[src/rtl/pal_macrocell.sv]
// Serially configured PAL core: AND/OR planes with per-output invert/register macrocells.
// Define PAL_READBACK_EN to expose chain bit 0 on CFG_OUT for readback and daisy-chaining.
module pal_macrocell #(
    parameter int N = 8,
    parameter int M = 8,
    parameter int P = 8
) (
    input  logic         CLK,
    input  logic         RST,
    input  logic         CFG_START,
    input  logic         CFG_DATA,
    output logic         CFG_BUSY,
    output logic         CFG_DONE,
    output logic         ARMED,
    input  logic [N-1:0] INPUT_VARS,
`ifdef PAL_READBACK_EN
    output logic         CFG_OUT,
`endif
    output logic [M-1:0] OUTPUT_VALS
);

    localparam int A       = 2 * N * P;
    localparam int B       = A + M * P;
    localparam int CFG_LEN = B + 2 * M;
    localparam int CW      = $clog2(CFG_LEN);
    localparam logic [CW-1:0] LAST = CW'(CFG_LEN - 1);

    typedef enum logic [1:0] {
        IDLE,
        LOAD,
        RUN
    } state_e;

    state_e               state_q, state_d;
    logic [CW-1:0]        cnt_q, cnt_d;
    logic [CFG_LEN-1:0]   chain_q, chain_d;
    logic                 done_q, done_d;
    logic [M-1:0]         mreg_q, mreg_d;

    logic [2*N-1:0]       lit;
    logic [2*N-1:0]       and_bits;
    logic [P-1:0]         term;
    logic [M-1:0]         sum;
    logic [M-1:0]         v;
    logic [M-1:0]         reg_sel;

    always_comb begin
        lit      = '0;
        and_bits = '0;
        term     = '0;
        sum      = '0;
        v        = '0;
        reg_sel  = '0;
        for (int i = 0; i < N; i++) begin
            lit[2*i]   = INPUT_VARS[i];
            lit[2*i+1] = ~INPUT_VARS[i];
        end
        // An empty product term must read 0, not the AND identity.
        for (int p = 0; p < P; p++) begin
            and_bits = chain_q[p*2*N +: 2*N];
            term[p]  = (|and_bits) & (&(lit | ~and_bits));
        end
        for (int m = 0; m < M; m++) begin
            sum[m]     = |(term & chain_q[A+m*P +: P]);
            v[m]       = sum[m] ^ chain_q[B+2*m];
            reg_sel[m] = chain_q[B+2*m+1];
        end
    end

    always_comb begin
        state_d = state_q;
        cnt_d   = cnt_q;
        chain_d = chain_q;
        done_d  = 1'b0;
        unique case (state_q)
            IDLE: begin
                if (CFG_START) begin
                    state_d = LOAD;
                    cnt_d   = '0;
                end
            end
            LOAD: begin
                chain_d = {CFG_DATA, chain_q[CFG_LEN-1:1]};
                if (CFG_START) begin
                    cnt_d = '0;
                end else if (cnt_q == LAST) begin
                    state_d = RUN;
                    cnt_d   = '0;
                    done_d  = 1'b1;
                end else begin
                    cnt_d = cnt_q + CW'(1);
                end
            end
            RUN: begin
                if (CFG_START) begin
                    state_d = LOAD;
                    cnt_d   = '0;
                end
            end
            default: state_d = IDLE;
        endcase
        mreg_d = (state_q == RUN && state_d == RUN) ? v : '0;
    end

    always_ff @(posedge CLK) begin
        if (RST) begin
            state_q <= IDLE;
            cnt_q   <= '0;
            chain_q <= '0;
            done_q  <= 1'b0;
            mreg_q  <= '0;
        end else begin
            state_q <= state_d;
            cnt_q   <= cnt_d;
            chain_q <= chain_d;
            done_q  <= done_d;
            mreg_q  <= mreg_d;
        end
    end

    assign ARMED       = (state_q == RUN);
    assign CFG_BUSY    = (state_q == LOAD);
    assign CFG_DONE    = done_q;
    assign OUTPUT_VALS = ARMED ? ((reg_sel & mreg_q) | (~reg_sel & v)) : '0;

`ifdef PAL_READBACK_EN
    assign CFG_OUT = chain_q[0];
`endif

endmodule

[config.mk]
export PLATFORM = sky130hd
export DESIGN_NAME = pal_macrocell
export DESIGN_NICKNAME = d
export VERILOG_FILES = /design/src/rtl/pal_macrocell.sv
export SDC_FILE = /design/constraint.sdc
export NUM_CORES = 1
export LEC_CHECK = 0
export BUFFER_PORTS_ARGS = -buffer_cell sky130_fd_sc_hd__buf_2
export CORE_MARGIN = 4
export CORE_UTILIZATION = 55
export CTS_CLUSTER_DIAMETER = 150
export DETAILED_ROUTE_END_ITERATION = 6
export GPL_TIMING_DRIVEN = 0
export PLACE_DENSITY = 0.7
export SYNTH_ARGS = -nofsm -noshare
export SYNTH_HDL_FRONTEND = slang
export SYNTH_SLANG_ARGS = --single-unit
[constraint.sdc]
create_clock -name CLK -period 2.6 [get_ports CLK]
set_input_delay 0.26 -clock CLK [delete_from_list [all_inputs] [get_ports CLK]]
set_output_delay 0.26 -clock CLK [all_outputs]
set_load 0.05 [all_outputs]
Word-level counts from Yosys, hierarchy flattened
Cells that the tools add are included.
{"block": "op_classes", "div": 0, "n_shift": 0, "magnitude_cmp": 0, "n_addsub": 1, "mul": 0, "n_mux": 10, "eq_ne": 5, "n_reduce_logical": 31, "n_bitwise": 54}
{"operator": "16-bit inverter", "n": 8}
{"operator": "16-bit OR", "n": 8}
{"operator": "16-bit AND reduction", "n": 8}
{"operator": "16-bit OR reduction", "n": 8}
{"operator": "8-bit AND", "n": 10}
{"operator": "8-bit OR reduction", "n": 8}
{"operator": "8-bit 2-to-1 mux", "n": 4}
{"operator": "8-bit case mux with 2 select lines", "n": 1}
{"operator": "1-bit inverter", "n": 10}
{"operator": "8-bit by 1-bit adder with 8-bit output, second input constant", "n": 1}
{"operator": "1-bit AND", "n": 8}
{"operator": "8-bit equality test, second input constant", "n": 1}
{"operator": "8-bit inverter", "n": 1}
{"operator": "8-bit OR", "n": 1}
{"operator": "1-bit bitwise XOR", "n": 8}
{"operator": "2-bit 2-to-1 mux", "n": 3}
{"operator": "2-bit equality test, second input constant", "n": 2}
{"operator": "2-bit case mux with 2 select lines", "n": 1}
{"operator": "2-bit OR reduction", "n": 2}
{"operator": "3-bit OR reduction", "n": 1}
{"operator": "2-bit by 1-bit equality test with 1-bit output, second input constant", "n": 1}
{"operator": "2-bit zero test", "n": 1}
{"operator": "2-bit by 1-bit inequality test with 1-bit output, second input constant", "n": 1}
{"operator": "2-bit AND reduction", "n": 1}
{"operator": "3 further kinds", "n": 3}
{"block": "word_totals", "ramBits": 0, "input_bits": 12, "mem_bits_ro": 0, "output_inout_bits": 11, "latchBits": 0, "word_cells": 106, "n_memories": 0, "register_bits": 227}

Logic depth before layout (Yosys ltp)
Gate-level depths: netlist of the first run.
{"block": "logic_depth", "word_depth": 10, "depth_mapped": 9}

Worst setup path after synthesis of the first run
No wires, ideal clock.
{"block": "synth_timing", "kind": "reg-to-output", "from": "register chain_q[0]", "to": "output OUTPUT_VALS[6]", "required_time_ns": 2.340, "slack_ns": 0.277, "stages_incl_launch_ff": 8, "path_buffers": 0, "arrival_ns": 2.063, "path_cell_list": "dfxtp_1 -> nor4_1 -> nand4_2 -> and3_4 -> o2bb2ai_1 -> nor4_2 -> nand4b_1 -> nand3_1"}
{"block": "synth_between", "elab_chain_cells": 10, "word_cells_on_any_way": 11, "classes_between": "mux (1); bitwise (7); reduce/logical (3)"}
{"element": "start: declaration", "line_no": "36", "source": "logic [CFG_LEN-1:0] chain_q, chain_d;"}
{"element": "start signal: assignment", "line_no": "115", "source": "chain_q <= chain_d;"}
{"element": "16-bit inverter", "line_no": "61", "source": "term[p] = (|and_bits) & (&(lit | ~and_bits));"}
{"element": "16-bit OR", "line_no": "61"}
{"element": "16-bit AND reduction", "line_no": "61"}
{"element": "1-bit AND *", "line_no": "61"}
{"element": "8-bit AND *", "line_no": "64", "source": "sum[m] = |(term & chain_q[A+m*P +: P]);"}
{"element": "8-bit OR reduction *", "line_no": "64"}
{"element": "1-bit bitwise XOR *", "line_no": "65", "source": "v[m] = sum[m] ^ chain_q[B+2*m];"}
{"element": "8-bit AND *", "line_no": "124", "source": "assign OUTPUT_VALS = ARMED ? ((reg_sel & mreg_q) | (~reg_sel & v)) : '0;"}
{"element": "8-bit OR *", "line_no": "124"}
{"element": "8-bit 2-to-1 mux *", "line_no": "124"}
{"element": "end: declaration", "line_no": "19", "source": "output logic [M-1:0] OUTPUT_VALS"}
Every way passes the cells marked *; elsewhere a longest branch is shown, timed or not.

Worst setup path in the final report of the first run
{"block": "layout_timing", "from": "register chain_q[119]", "to": "output OUTPUT_VALS[2]"}
The elaborated chain is that of the path after synthesis.

==> flow_summary.json, run 1 <==
{
  "cts_buffers": 24,
  "nets": 1297,
  "drive_gt1_frac": 0.1483,
  "dieArea_um2": 19800,
  "ys_types": 41,
  "synthFlopType": "dfxtp_1",
  "violations": "setup timing",
  "postSynthCellCount": 1222,
  "drtIter0Drc": 724,
  "finalHoldViolCount": 0,
  "met1_usage": 0.3282,
  "pre_cts_ws_ns": -0.2287,
  "ys_seq_area_frac": 0.4691,
  "die_height_um": 140.7,
  "ant_nets": 0,
  "p_clk_frac": 0.480,
  "synthTopCellsByArea": "dfxtp_1 (47%), nand2_1 (16%), a21oi_1 (11%)",
  "synthArstFlopShare": 0,
  "place_inst": 1460,
  "final_util": 0.6740,
  "numClockSinks": 227,
  "vdd_drop_max_mv": 0.5394,
  "avgSynthCellArea_um2": 7.927,
  "comb_power_share": 0.049,
  "n_antenna_cell": 0,
  "critical_path.most_common_cell": "nor3_4",
  "end_kind": "primary output",
  "critPathArrivalTime_ns": 2.59,
  "grt_max_degree": 14,
  "vias": 8671,
  "grt_usage": 0.2316,
  "finalSetupViolations": 8,
  "max-slew-margin-rel": 0.5405,
  "ys_seq_elements": 227,
  "seqCellArea_um2": 4611,
  "rsz0062_at_grt": "yes",
  "gp_congestion": 0.8117,
  "busiest_layer": "met2",
  "path_buf_inv": 2,
  "vias_per_cell": 5.682,
  "hold_end": "cnt_q[1]",
  "dp_hpwl_um": 15110,
  "final_area_um2": 11660,
  "status": "finished, violations left",
  "startpoint": "chain_q[119]",
  "hp-start": "RST",
  "tightest_slew_ns": 0.6892,
  "yosysMostFrequentCell": "nand2_1",
  "start_util": 0.5600,
  "cts_tree": "yes",
  "power.density_nw_per_um2": 633.6,
  "synth_common_cells": "nand2_1 (419), dfxtp_1 (227), a21oi_1 (211)",
  "fin_cells": 1526,
  "synth_edf_count": 0,
  "holdWs_ns": 0.3792,
  "io_pins": 23,
  "grt_antenna_before_repair": 0,
  "period_share": 1.096,
  "critPathSlowestCell": "or4_1",
  "cp_top_family": "simple AND/OR/NAND/NOR gates",
  "grt_pass1_wl_um": 38630,
  "grtUsageMet2": 0.3722,
  "crit_chain": "mux2i_1, nand4_1, nor3_4, buf_12, a22o_1, nor3_4, or4_1, nand3_2, buf_6",
  "use_met3": 0.03223,
  "pwr-share-seq": 0.472,
  "multi_input_area_um2": 5127,
  "synth_top_area_share": 0.4691,
  "grt.overflow.total": 0,
  "first_pass_iters": 5,
  "r2r-start": "state_q[1]",
  "place_area_um2": 10030,
  "r2r-end": "chain_q[73]",
  "coreArea_um2": 17300,
  "period_needed_ns": 2.849,
  "drc_errors": 0,
  "setup_ws_ns": -0.2488,
  "path_clk_slew_ns": 0.06,
  "p_leak_nw": 3.988,
  "cts_buffer_depth": 3,
  "p_switching_mw": 1.653,
  "hold_path.class": "in -> reg",
  "internal_power_mw": 5.734,
  "start_kind": "flip-flop",
  "syn_nets": 1235,
  "cp.depth": 9,
  "maxClockFrequency_mhz": 351.0,
  "tns_ns": -1.598,
  "power_mw": 7.387,
  "nFillCells": 1411,
  "portBuffers": 13,
  "skew_ns": 0.008024,
  "r2r_cells": 6,
  "synth_largest_area_cell": "dfxtp_1",
  "cp_max_fo": 8,
  "cts_htree_levels": 1,
  "required_ns": 2.34,
  "wl_um": 24040,
  "grt_pass1_vias": 7717,
  "insertion_delay_ns": 0.51,
  "ff2ff_setup_slack_ns": 0.32,
  "wl_per_cell_um": 15.75,
  "areaGrowthSynthToFinish_pct": 20.36,
  "drv_cap": 0,
  "netlist_area_um2": 9687,
  "swShare": 0.2238,
  "slew_violations": 0,
  "die_x_um": 140.7,
  "min_path_cells": 3,
  "clockRootBuffer": "clkbuf_16",
  "max_stage_delay_ns": 0.43,
  "rows": 48,
  "yosys_warnings": 0,
  "path_class": "reg -> out"
}
-- cell usage in the layout (no fill, tap or decap), types with 7 or more instances in the layout --
| cell type | instances |
|---|---|
| nand4_1 | 31 |
| nor2_1 | 20 |
| mux2i_1 | 64 |
| buf_4 | 20 |
| nor4_4 | 9 |
| xor2_1 | 11 |
| nor4_1 | 17 |
| dfxtp_2 | 41 |
| and4_4 | 7 |
| clkbuf_8 | 8 |
| buf_6 | 18 |
| a21oi_1 | 211 |
| nor3_4 | 8 |
| dfxtp_1 | 182 |
| nor4_2 | 9 |
| clkbuf_1 | 72 |
| a22o_1 | 10 |
| nand2_1 | 419 |
| nand3_1 | 14 |
| inv_1 | 15 |
| clkbuf_16 | 25 |
| nand4b_1 | 9 |
-- cell type report --
type / count / area share
well taps: 225 / 0.02415
plain buffers: 84 / 0.03391
inverters: 16 / 0.005151
clock inverters: 3 / 0.005795
repair buffers: 37 / 0.03037
flip-flops and latches: 227 / 0.3955
multi-input cells: 894 / 0.4398
clock buffers: 40 / 0.06536
-- routing by layer --
metal,vias up,share of wire,routed length (um)
li1,4315,-,-
met2,200,0.47,11340
met5,-,0,0
met1,4119,0.46,11070
met3,37,0.047,1125
met4,0,0.021,509
-- logic make-up after synthesis --
| group | synth area share |
|---|---|
| AOI/OAI and AO/OA | 0.1351 |
| and+or+nand+nor | 0.2700 |
| DFF | 0.4691 |
| adders and majority gates | 0.001291 |
| buffers and inverters | 0.04572 |
| muxes | 0.06613 |
| xor gates and xnor gates | 0.01266 |
-- how the worst max path moves through the flow --
| stage | to | slack [ns] |
|---|---|---|
| 2_1_floorplan | OUTPUT_VALS[6] | 0.28 |
| 3_3_place_gp | OUTPUT_VALS[4] | -0.21 |
| 3_5_place_dp | OUTPUT_VALS[4] | -0.23 |
| 4_1_cts | OUTPUT_VALS[5] | -0.17 |
| 5_1_grt | OUTPUT_VALS[2] | -0.35 |
| 6_report | OUTPUT_VALS[2] | -0.25 |
-- flip-flops by register name, summed over array words and instances, names as in the netlist --
signal,count
chain_q,208
CFG_DONE,1
cnt_q,8
state_q,2
mreg_q,8
-- power by group through the flow --
stage / Clock (mW) / Sequential (mW) / Combinational, mW
after floorplan: 0 / 3.56 / 0.246
after global placement: 0 / 3.57 / 0.358
after detailed placement: 0 / 3.57 / 0.355
after CTS: 3.59 / 3.49 / 0.359
after global routing: 3.76 / 3.48 / 0.391
final: 3.54 / 3.48 / 0.360
-- worst register-to-register path, cell delays in order, from the launching register on --
cell and delay (ns):
dfxtp_1 0.33, nand2b_1 0.19, inv_1 0.40, clkbuf_1 0.58, clkbuf_1 0.44, nand2_1 0.11
a21oi_1 0.15
-- repair_timing --
action / 4_1_cts / 5_1_grt
buffers inserted: 19 / 6
setup endpoints to repair: 9 / 9
pin swaps: 37 / 48
hold buffers: 2 / 0
gates resized for setup: 99 / 46
endpoints found under the hold margin: 2 / 0
(Power assumes the default switching activity.)
==> run 2, diff against run 1 <==
--- a/config.mk
+++ b/config.mk
@@ -6,6 +6,7 @@
 export NUM_CORES = 1
 export LEC_CHECK = 0
 export BUFFER_PORTS_ARGS = -buffer_cell sky130_fd_sc_hd__buf_2
+export CORE_ASPECT_RATIO = 1.2
 export CORE_MARGIN = 4
 export CORE_UTILIZATION = 55
 export CTS_CLUSTER_DIAMETER = 150
==> flow_summary.json, run 2 (same netlist as run 1, synthesis figures left out) <==
{
  "startpoint": "chain_q[73]",
  "gp_congestion": 0.8299,
  "start_util": 0.5661,
  "dieArea_um2": 19810,
  "hold_end": "cnt_q[1]",
  "power.density_nw_per_um2": 618.5,
  "dp_hpwl_um": 15630,
  "coreArea_um2": 17110,
  "grt_antenna_before_repair": 0,
  "place_area_um2": 10020,
  "vias": 8612,
  "finalSetupViolations": 8,
  "cts_htree_levels": 1,
  "critPathArrivalTime_ns": 2.62,
  "min_path_cells": 3,
  "pre_cts_ws_ns": -0.3383,
  "grt_usage": 0.2374,
  "rows": 52,
  "period_share": 1.109,
  "path_class": "reg -> out",
  "max-slew-margin-rel": 0.5561,
  "final_common_cell": "nand2_1",
  "end_kind": "primary output",
  "vdd_drop_max_mv": 0.6314,
  "portBuffers": 13,
  "r2r-end": "chain_q[78]",
  "first_pass_iters": 5,
  "finalHoldViolCount": 0,
  "status": "finished, violations left",
  "drtIter0Drc": 498,
  "tns_ns": -1.786,
  "setup_ws_ns": -0.2840,
  "cts_tree": "yes",
  "regMostFlops": "chain_q",
  "hp-start": "RST",
  "drv_cap": 0,
  "drc_errors": 0,
  "wl_per_cell_um": 15.75,
  "nets": 1293,
  "numClockSinks": 227,
  "p_leak_nw": 3.895,
  "hold_path.class": "in -> reg",
  "grt.overflow.total": 0,
  "areaGrowthSynthToFinish_pct": 18.66,
  "maxClockFrequency_mhz": 346.7,
  "path_clk_slew_ns": 0.06,
  "drive_gt1_frac": 0.1365,
  "final_area_um2": 11490,
  "cts_buffers": 24,
  "cts_buffer_depth": 3,
  "grt_pass1_wl_um": 39300,
  "clockRootBuffer": "clkbuf_16",
  "reg_top3": "chain_q x208, cnt_q x8, mreg_q x8",
  "start_kind": "flip-flop",
  "r2r-start": "state_q[1]",
  "grt_pass1_vias": 8165,
  "rsz0062_at_grt": "yes",
  "largest_register_ffs": 208,
  "wl_um": 23840,
  "violations": "setup timing",
  "grt_max_degree": 14,
  "holdWs_ns": 0.3532,
  "skew_ns": 0.02093,
  "vias_per_cell": 5.692,
  "period_needed_ns": 2.884,
  "slew_violations": 0,
  "final_cell_mix": "nand2_1 (419), a21oi_1 (211), dfxtp_1 (191)",
  "r2r_cells": 6,
  "tightest_slew_ns": 0.6659,
  "die_height_um": 153.4,
  "n_antenna_cell": 0,
  "io_pins": 23,
  "die_x_um": 129.2,
  "ff2ff_setup_slack_ns": 0.37,
  "insertion_delay_ns": 0.52,
  "cp_max_fo": 8,
  "ant_nets": 0,
  "required_ns": 2.34
}
run 2: critical path: stages, from the launching register on:
cell and delay, ns:
dfxtp_2 0.33, mux2i_1 0.17, nand4_1 0.16, nor3_4 0.25, buf_12 0.16, a22o_1 0.18, nor3_4 0.08, or4_4 0.52
nand3_2 0.10, buf_8 0.14
run 2: where the power goes:
part | internal (mW) | switching (mW) | leakage, nW
Clock | 1.88 | 1.38 | 0.367
Combinational | 0.0715 | 0.288 | 1.68
Sequential | 3.48 | 0.00569 | 1.85
Total | 5.43 | 1.68 | 3.89
run 2: metal layers:
layer	GRT usage	wire length (um)
met5	0	0
met4	0.07154	511
met3	0.03421	1004
met2	0.4029	11830
met1	0.3115	10490
run 2: worst max-delay path by stage:
stage,endpoint,cells past startpoint
floorplan,OUTPUT_VALS[6],7
global placement,OUTPUT_VALS[1],8
detailed placement,OUTPUT_VALS[1],8
CTS,OUTPUT_VALS[6],9
global route,OUTPUT_VALS[1],9
finish,OUTPUT_VALS[1],9
run 2: per-stage QoR:
step | utilization | cells | power [mW]
3_3_place_gp | 0.5857 | 1451 | 3.923
2_1_floorplan | - | 1222 | 3.811
3_5_place_dp | 0.5857 | 1451 | 3.922
6_report | 0.6718 | 1513 | 7.110
5_1_grt | 0.6718 | 1513 | 7.333
4_1_cts | 0.6587 | 1510 | 7.155
run 2: area by class of cell:
class | instances | area (um^2)
Fill cell | 1478 | 5617
Multi-Input combinational cell | 894 | 5096
Sequential cell | 227 | 4592
Clock buffer | 38 | 713.2
Buffer | 84 | 390.4
Timing Repair Buffer | 33 | 334.1
Tap cell | 216 | 270.3
Inverter | 16 | 60.06
Clock inverter | 5 | 38.79
run 2: what timing repair did:
action / CTS / global route
buffers inserted: 16 / 3
setup endpoints to repair: 9 / 8
gates cloned: 0 / 0
hold endpoints to repair: 3 / 0
pin swaps: 41 / 31
gates resized for setup: 82 / 53
hold buffers: 2 / 0
